[src/rtl/mtr_pkg.sv]
// Shared types and constants for the wheel motor PWM path.
package mtr_pkg;

    typedef enum logic [1:0] {
        IDLE  = 2'd0,
        DRIVE = 2'd1,
        DEAD  = 2'd2
    } drv_state_t;

    localparam int PWM_W      = 11;
    localparam int PWM_PERIOD = 2048;

    // Duty ceiling shared with the upstream duty stage.
    localparam logic [PWM_W-1:0] MAX_DUTY_DEF = 11'h7C0;

endpackage

[src/rtl/pwm11.sv]
// 11-bit free-running PWM core: period counter, duty latched once per period, comparator.
module pwm11
    import mtr_pkg::*;
#(
    parameter logic [PWM_W-1:0] MAX_DUTY = MAX_DUTY_DEF
) (
    input  logic             clk,
    input  logic             rst_n,
    input  logic [PWM_W-1:0] duty_in,
    output logic             wrap,
    output logic             pwm_raw
);

    localparam logic [PWM_W-1:0] CNT_LAST = PWM_W'(PWM_PERIOD - 1);

    logic [PWM_W-1:0] cnt;
    logic [PWM_W-1:0] duty_lat;

    function automatic logic [PWM_W-1:0] sat_duty(input logic [PWM_W-1:0] d);
        return (d > MAX_DUTY) ? MAX_DUTY : d;
    endfunction

    assign wrap    = (cnt == CNT_LAST);
    assign pwm_raw = (cnt < duty_lat);

    // Duty only moves at the period boundary so a period is never cut short.
    always_ff @(posedge clk or negedge rst_n) begin
        if (!rst_n) begin
            cnt      <= '0;
            duty_lat <= '0;
        end else begin
            cnt <= cnt + 1'b1;
            if (wrap) begin
                duty_lat <= sat_duty(duty_in);
            end
        end
    end

endmodule

[src/rtl/mtr_pwm_drv.sv]
// H-bridge PWM driver: period-aligned duty/direction sampling with forced coast on reversal.
module mtr_pwm_drv
    import mtr_pkg::*;
#(
    parameter logic [PWM_W-1:0] MAX_DUTY     = MAX_DUTY_DEF,
    parameter int               DEAD_PERIODS = 1
) (
    input  logic             clk,
    input  logic             rst_n,
    input  logic             en,
    input  logic [PWM_W-1:0] mtr_duty,
    input  logic             rev,
    output logic             PWM_fwd,
    output logic             PWM_rev,
    output logic             prd_strt,
    output logic             dir_cur
);

    localparam int              DC_W      = (DEAD_PERIODS < 1) ? 1 : $clog2(DEAD_PERIODS + 1);
    localparam logic [DC_W-1:0] DEAD_INIT = DC_W'(DEAD_PERIODS - 1);

    drv_state_t      state;
    logic [DC_W-1:0] dead_cnt;
    logic            wrap;
    logic            pwm_raw;

    pwm11 #(
        .MAX_DUTY (MAX_DUTY)
    ) u_pwm (
        .clk     (clk),
        .rst_n   (rst_n),
        .duty_in (mtr_duty),
        .wrap    (wrap),
        .pwm_raw (pwm_raw)
    );

    // Both legs derive from the single dir_cur bit, so they can never be high together.
    always_ff @(posedge clk or negedge rst_n) begin
        if (!rst_n) begin
            state    <= IDLE;
            dead_cnt <= '0;
            dir_cur  <= 1'b0;
            PWM_fwd  <= 1'b0;
            PWM_rev  <= 1'b0;
            prd_strt <= 1'b0;
        end else begin
            prd_strt <= wrap;
            PWM_fwd  <= (state == DRIVE) & pwm_raw & ~dir_cur;
            PWM_rev  <= (state == DRIVE) & pwm_raw & dir_cur;

            if (!en) begin
                state    <= IDLE;
                dead_cnt <= '0;
            end else if (wrap) begin
                case (state)
                    IDLE: begin
                        state   <= DRIVE;
                        dir_cur <= rev;
                    end
                    DRIVE: begin
                        if (rev != dir_cur) begin
                            state    <= DEAD;
                            dead_cnt <= DEAD_INIT;
                        end
                    end
                    DEAD: begin
                        if (dead_cnt == '0) begin
                            state   <= DRIVE;
                            dir_cur <= rev;
                        end else begin
                            dead_cnt <= dead_cnt - 1'b1;
                        end
                    end
                    default: state <= IDLE;
                endcase
            end
        end
    end

endmodule

[config.mk]
export PLATFORM = sky130hd
export DESIGN_NAME = mtr_pwm_drv
export DESIGN_NICKNAME = d
export VERILOG_FILES = /design/src/rtl/mtr_pkg.sv /design/src/rtl/pwm11.sv /design/src/rtl/mtr_pwm_drv.sv
export SDC_FILE = /design/constraint.sdc
export NUM_CORES = 1
export LEC_CHECK = 0
export BUFFER_PORTS_ARGS = -buffer_cell sky130_fd_sc_hd__clkbuf_2
export CELL_PAD_IN_SITES_DETAIL_PLACEMENT = 0
export CELL_PAD_IN_SITES_GLOBAL_PLACEMENT = 1
export CORE_MARGIN = 8
export CORE_UTILIZATION = 30
export CTS_BUF_LIST = sky130_fd_sc_hd__clkbuf_4 sky130_fd_sc_hd__clkbuf_8
export DETAILED_ROUTE_END_ITERATION = 10
export GPL_TIMING_DRIVEN = 0
export PLACE_DENSITY = 0.61
export SLEW_MARGIN = 20
export SYNTH_ARGS = -nofsm -noshare
export SYNTH_HDL_FRONTEND = slang
export SYNTH_SLANG_ARGS = --single-unit
[constraint.sdc]
create_clock -name clk -period 3 [get_ports clk]
set_input_delay 0 -clock clk [delete_from_list [all_inputs] [get_ports clk]]
set_output_delay 0 -clock clk [all_outputs]
set_load 0.005 [all_outputs]
-- Word-level counts from Yosys, hierarchy flattened
Index checks and enable logic that the tools add are counted.
- input bits: 15
- flip-flop bits (word level): 29
- logic and storage cells: 43
- output and inout port bits: 4
- multiplexer cells: 13
- equal/unequal tests: 9
- bitwise operators: 4
- $add $sub $neg: 2
- order comparisons: 2
- reduce and logical (&&, ||, !) cells: 5
- operator list (operator ; count):
    11-bit by 1-bit adder with 11-bit output, second input constant ; 1
    11-bit == test, second input constant ; 1
    11-bit greater-than comparator, second input constant ; 1
    11-bit < comparator ; 1
    11-bit 2-to-1 mux ; 1
    2-bit 2-to-1 mux ; 4
    2-bit one-hot mux with 3 select lines ; 1
    3-bit AND reduction ; 2
    1-bit 2-to-1 mux ; 5
    1-bit one-hot mux with 2 select lines ; 2
    4-bit AND reduction ; 1
    1-bit AND ; 3
    3-bit by 1-bit != test with 1-bit output, second input constant ; 1
    3-bit by 2-bit != test with 1-bit output, second input constant ; 1
    3-bit != test, second input constant ; 1
    2-bit by 1-bit == test with 1-bit output, second input constant ; 1
    2-bit == test, second input constant ; 1
    2-bit zero test ; 1
    2-bit by 1-bit != test with 1-bit output, second input constant ; 1
    2-bit != test, second input constant ; 1
    2-bit nonzero test ; 1
    1-bit != test ; 1
    1-bit inverter ; 1
    1-bit subtractor, second input constant ; 1

-- Longest topological paths before layout
- word-level depth: 5
- mapped depth: 7
- mapped depth without buffers: 6

-- Modules after synthesis
Synthesis repeated with hierarchy kept, for this count alone.
- cells, all modules: 119
- area total of the unflattened synthesis: 1398.8 um^2
- by module, submodules not included (module ; area an instance (um^2) ; cells each ; instances ; seq. area each (um^2)):
    pwm11 ; 1157.4 ; 102 ; 1 ; 550.5
    mtr_pwm_drv ; 241.5 ; 17 ; 1 ; 150.1

-- Least setup slack after synthesis
No wires, ideal clock.
- path kind: reg-to-reg
- from: reg u_pwm.cnt[0]
- to: reg dir_cur
- required time: 2875 ps
- arrival: 1533 ps
- setup time: 125 ps
- path buffers: 0
- path slack: 1342 ps
- cell stages (with the launch flop): 7
- period minus slack after synthesis: 1658 ps
- cell sequence: dfrtp_1 ha_1 nand4_1 or3_4 clkinv_2 nand3_2 mux2_4
- cells in the longest elaborated chain, start to end: 2
- RTL lines (item ; RTL line ; RTL):
    start, declared ; pwm11.sv:16 ; logic [PWM_W-1:0] cnt;
    start signal, assigned ; pwm11.sv:32 ; cnt <= cnt + 1'b1;
    11-bit == test ; pwm11.sv:23 ; assign wrap = (cnt == CNT_LAST);
    4-bit AND reduction (no line) ; -- ;
    end signal, assigned ; mtr_pwm_drv.sv:58 ; dir_cur <= rev;
    end signal, assigned ; mtr_pwm_drv.sv:69 ; dir_cur <= rev;
    end, declared ; mtr_pwm_drv.sv:16 ; output logic dir_cur
No other way between the ends.
A chain may end at the register's enable or synchronous reset.

-- Worst setup path after layout
Same ends and word-level chain as after synthesis.

==> run metrics <==
final wirelength 2820 µm; worst min path class primary input to async pin; post-CTS sizing 0; CTS tree done; antenna violation net count after detailed routing 0; dpl hpwl approximately 2100 µm; final setup fails 0; FP Rows 24; post-synthesis sequential area ratio 0.521; Avg Inst Size Synth between 10 and 15 µm²; IO Port Bufs 18; outcome completed; core area 4320 µm²; flops & latches, synth 28; TritonCTS buffer count 3; Fin. Hold Viols 0; GPL Wtd Cong 0.720; setup TNS 0 ns; Post-Synthesis Cells between 100 and 150; max-cap violation count 0; Mapped Nets between 150 and 200; crit start category flop; Synth cell types 26; Crit. End Element flop; R2R depth 6; fin nets 193; Slew HR 0.532; Final min period ~1.8 ns; DR iter-0 viols 35; Final Max Tran Viols 0; GRT Resource Usage Total 0.0841; Reg2Reg Setup Slack roughly 1.2 ns; worst endpoint required time around 3.2 ns; P_leak between 0.8 and 0.9 nW; fin util 0.389; Max FO, Critical Path 6; hold_buf cts 14; Die Area a little under 7000 µm²; Num Clock Sinks 28; Max Clock Freq 545 MHz; vias post-DR slightly above 1000; Starting Density 0.311; Worst R2R End dir_cur$_DFFE_PN0P_; Inserted Diodes 0; Die X 82.9 µm; wire length of the first global-routing pass around 4900 µm; r2r startpoint u_pwm.cnt[0]$_DFF_PN0_; Synth Cell Area about 1300 µm²; arrival time worst endpoint roughly 2.0 ns; RSZ-0062 raised after global routing false; share of cells above drive strength 1 0.164; YS warnings 0; IO Count 19; Design Power between 0.6 and 0.7 mW; remaining routing DRC violations 0; peak supply drop 0.000151 V; Wirelength per Cell 13.0 µm; die height between 80 and 90 µm; pin count of the biggest net entering global routing 29; vias in the first global route approximately 1000; Pre-antenna DRT Iters 4; Area Overhead vs Synth 25.0%; H-tree levels 1; Worst-Margin Slew 0.702 ns; Reg clk slew, reported paths ~0.10 ns; part of the cycle the worst path needs 0.611; clock latency on the worst-skew pair 0.27 ns; Post-CTS Setup Repair Bufs 0; initial antenna violation count 0; Root Buffer clkbuf_8; Longest Clk Path Bufs 2; filler cell count between 400 and 500; Congestion Overflow GR 0; CP Class flop to flop; drt via density 4.73; skew final 0.00649 ns; PD cells between 300 and 400 nW/µm²
[synthesized netlist by cell type]
master	number	area share
inv_1	13	0.036
nand4b_1	1	0.0065
or3_4	1	0.0084
nand2_1	11	0.031
o21ai_0	13	0.048
nor3_1	1	0.0037
a2111oi_0	1	0.0065
nand4_1	5	0.023
nor4b_1	1	0.0065
mux2_4	1	0.011
o21ai_1	1	0.0037
ha_1	11	0.10
clkinv_2	1	0.0037
xor2_1	5	0.033
a21oi_1	4	0.015
xnor2_1	5	0.033
nand2b_1	1	0.0047
a211oi_1	1	0.0056
and3_1	2	0.0093
buf_2	2	0.0074
dfrtp_1	28	0.52
nand3_2	1	0.0074
nor2_1	5	0.014
nand3_1	13	0.048
a21o_1	1	0.0056
nor4_1	1	0.0047
[sequential cells by signal, indices dropped and copies added, names as in the netlist]
| name | cells |
|---|---|
| state | 2 |
| PWM_rev | 1 |
| dir_cur | 1 |
| prd_strt | 1 |
| u_pwm.duty_lat | 11 |
| PWM_fwd | 1 |
| u_pwm.cnt | 11 |
[logic make-up (layout without fill, tap and decap cells)]
kind of cell	count (synthesis)	after routing	share of synthesized area
buffers and inverters	16	51	0.0475
AO/OA/AOI/OAI	21	21	0.0847
AND/OR/NAND/NOR	43	43	0.168
flip-flops	28	28	0.521
multiplexers	1	1	0.0112
XOR/XNOR	10	10	0.0652
adder cells (fa/ha/maj)	11	11	0.102
[report_power, final]
part / switching (mW) / internal, mW
sequential: 0 / 0.377
clock: 0.113 / 0.0901
combinational: 0.0144 / 0.0190
total: 0.128 / 0.486
[metrics by stage]
step	hold WS [ns]	instance area (µm²)	setup slack, ns	instances
floorplan	-0.296	1340	1.34	130
global placement	0.0755	1500	1.17	200
detailed placement	0.0804	1500	1.16	200
CTS	0.326	1680	1.14	217
global route	0.379	1680	1.01	217
finish	0.301	1680	1.17	217
[cells in the final DEF (no fill, tap or decap)]
master / n
clkinv_2: 1
nor2_1: 5
o21ai_0: 13
clkbuf_2: 18
nand2_1: 11
a211oi_1: 1
dfrtp_1: 28
mux2_4: 1
clkbuf_8: 3
a21oi_1: 4
nand4_1: 5
buf_2: 2
nor3_1: 1
nand3_2: 1
inv_1: 13
and3_1: 2
ha_1: 11
xnor2_1: 5
dlygate4sd3_1: 14
nand3_1: 13
or3_4: 1
xor2_1: 5
nor4b_1: 1
a2111oi_0: 1
nand2b_1: 1
o21ai_1: 1
nor4_1: 1
nand4b_1: 1
a21o_1: 1
[worst max path at each step]
stage	end	depth (start not counted)	from
2_1_floorplan	dir_cur$_DFFE_PN0P_	6	u_pwm.cnt[0]$_DFF_PN0_
3_3_place_gp	dir_cur$_DFFE_PN0P_	6	u_pwm.cnt[0]$_DFF_PN0_
3_5_place_dp	dir_cur$_DFFE_PN0P_	6	u_pwm.cnt[0]$_DFF_PN0_
4_1_cts	dir_cur$_DFFE_PN0P_	6	u_pwm.cnt[0]$_DFF_PN0_
5_1_grt	u_pwm.duty_lat[3]$_DFFE_PN0P_	7	u_pwm.cnt[0]$_DFF_PN0_
6_report	dir_cur$_DFFE_PN0P_	6	u_pwm.cnt[0]$_DFF_PN0_
[worst max-delay path, cell delays in order, from the launching register on]
cell      delay [ns]
dfrtp_1         0.41
ha_1            0.22
nand4_1         0.16
or3_4           0.44
clkinv_2        0.11
nand3_2         0.09
mux2_4          0.30
[layout make-up]
cell class / instances / area, µm² / share of cell area
clock buffers: 3 / 41.3 / 0.0246
inverters: 14 / 53.8 / 0.0320
well taps: 52 / 65.1 / 0.0387
repair buffers: 32 / 230 / 0.137
multi-input cells: 86 / 579 / 0.345
plain buffers: 2 / 10.0 / 0.00596
flip-flops and latches: 28 / 701 / 0.417
[per-layer routing]
layer	up-vias	part of all wire	track usage	wire, µm
met5	-	0	0	0
met2	15	0.46	0.132	1290
met4	0	0.011	0.0431	31
li1	517	-	-	-
met1	492	0.49	0.102	1380
met3	2	0.042	0.0234	119
Power figures use the tool's default switching activity.
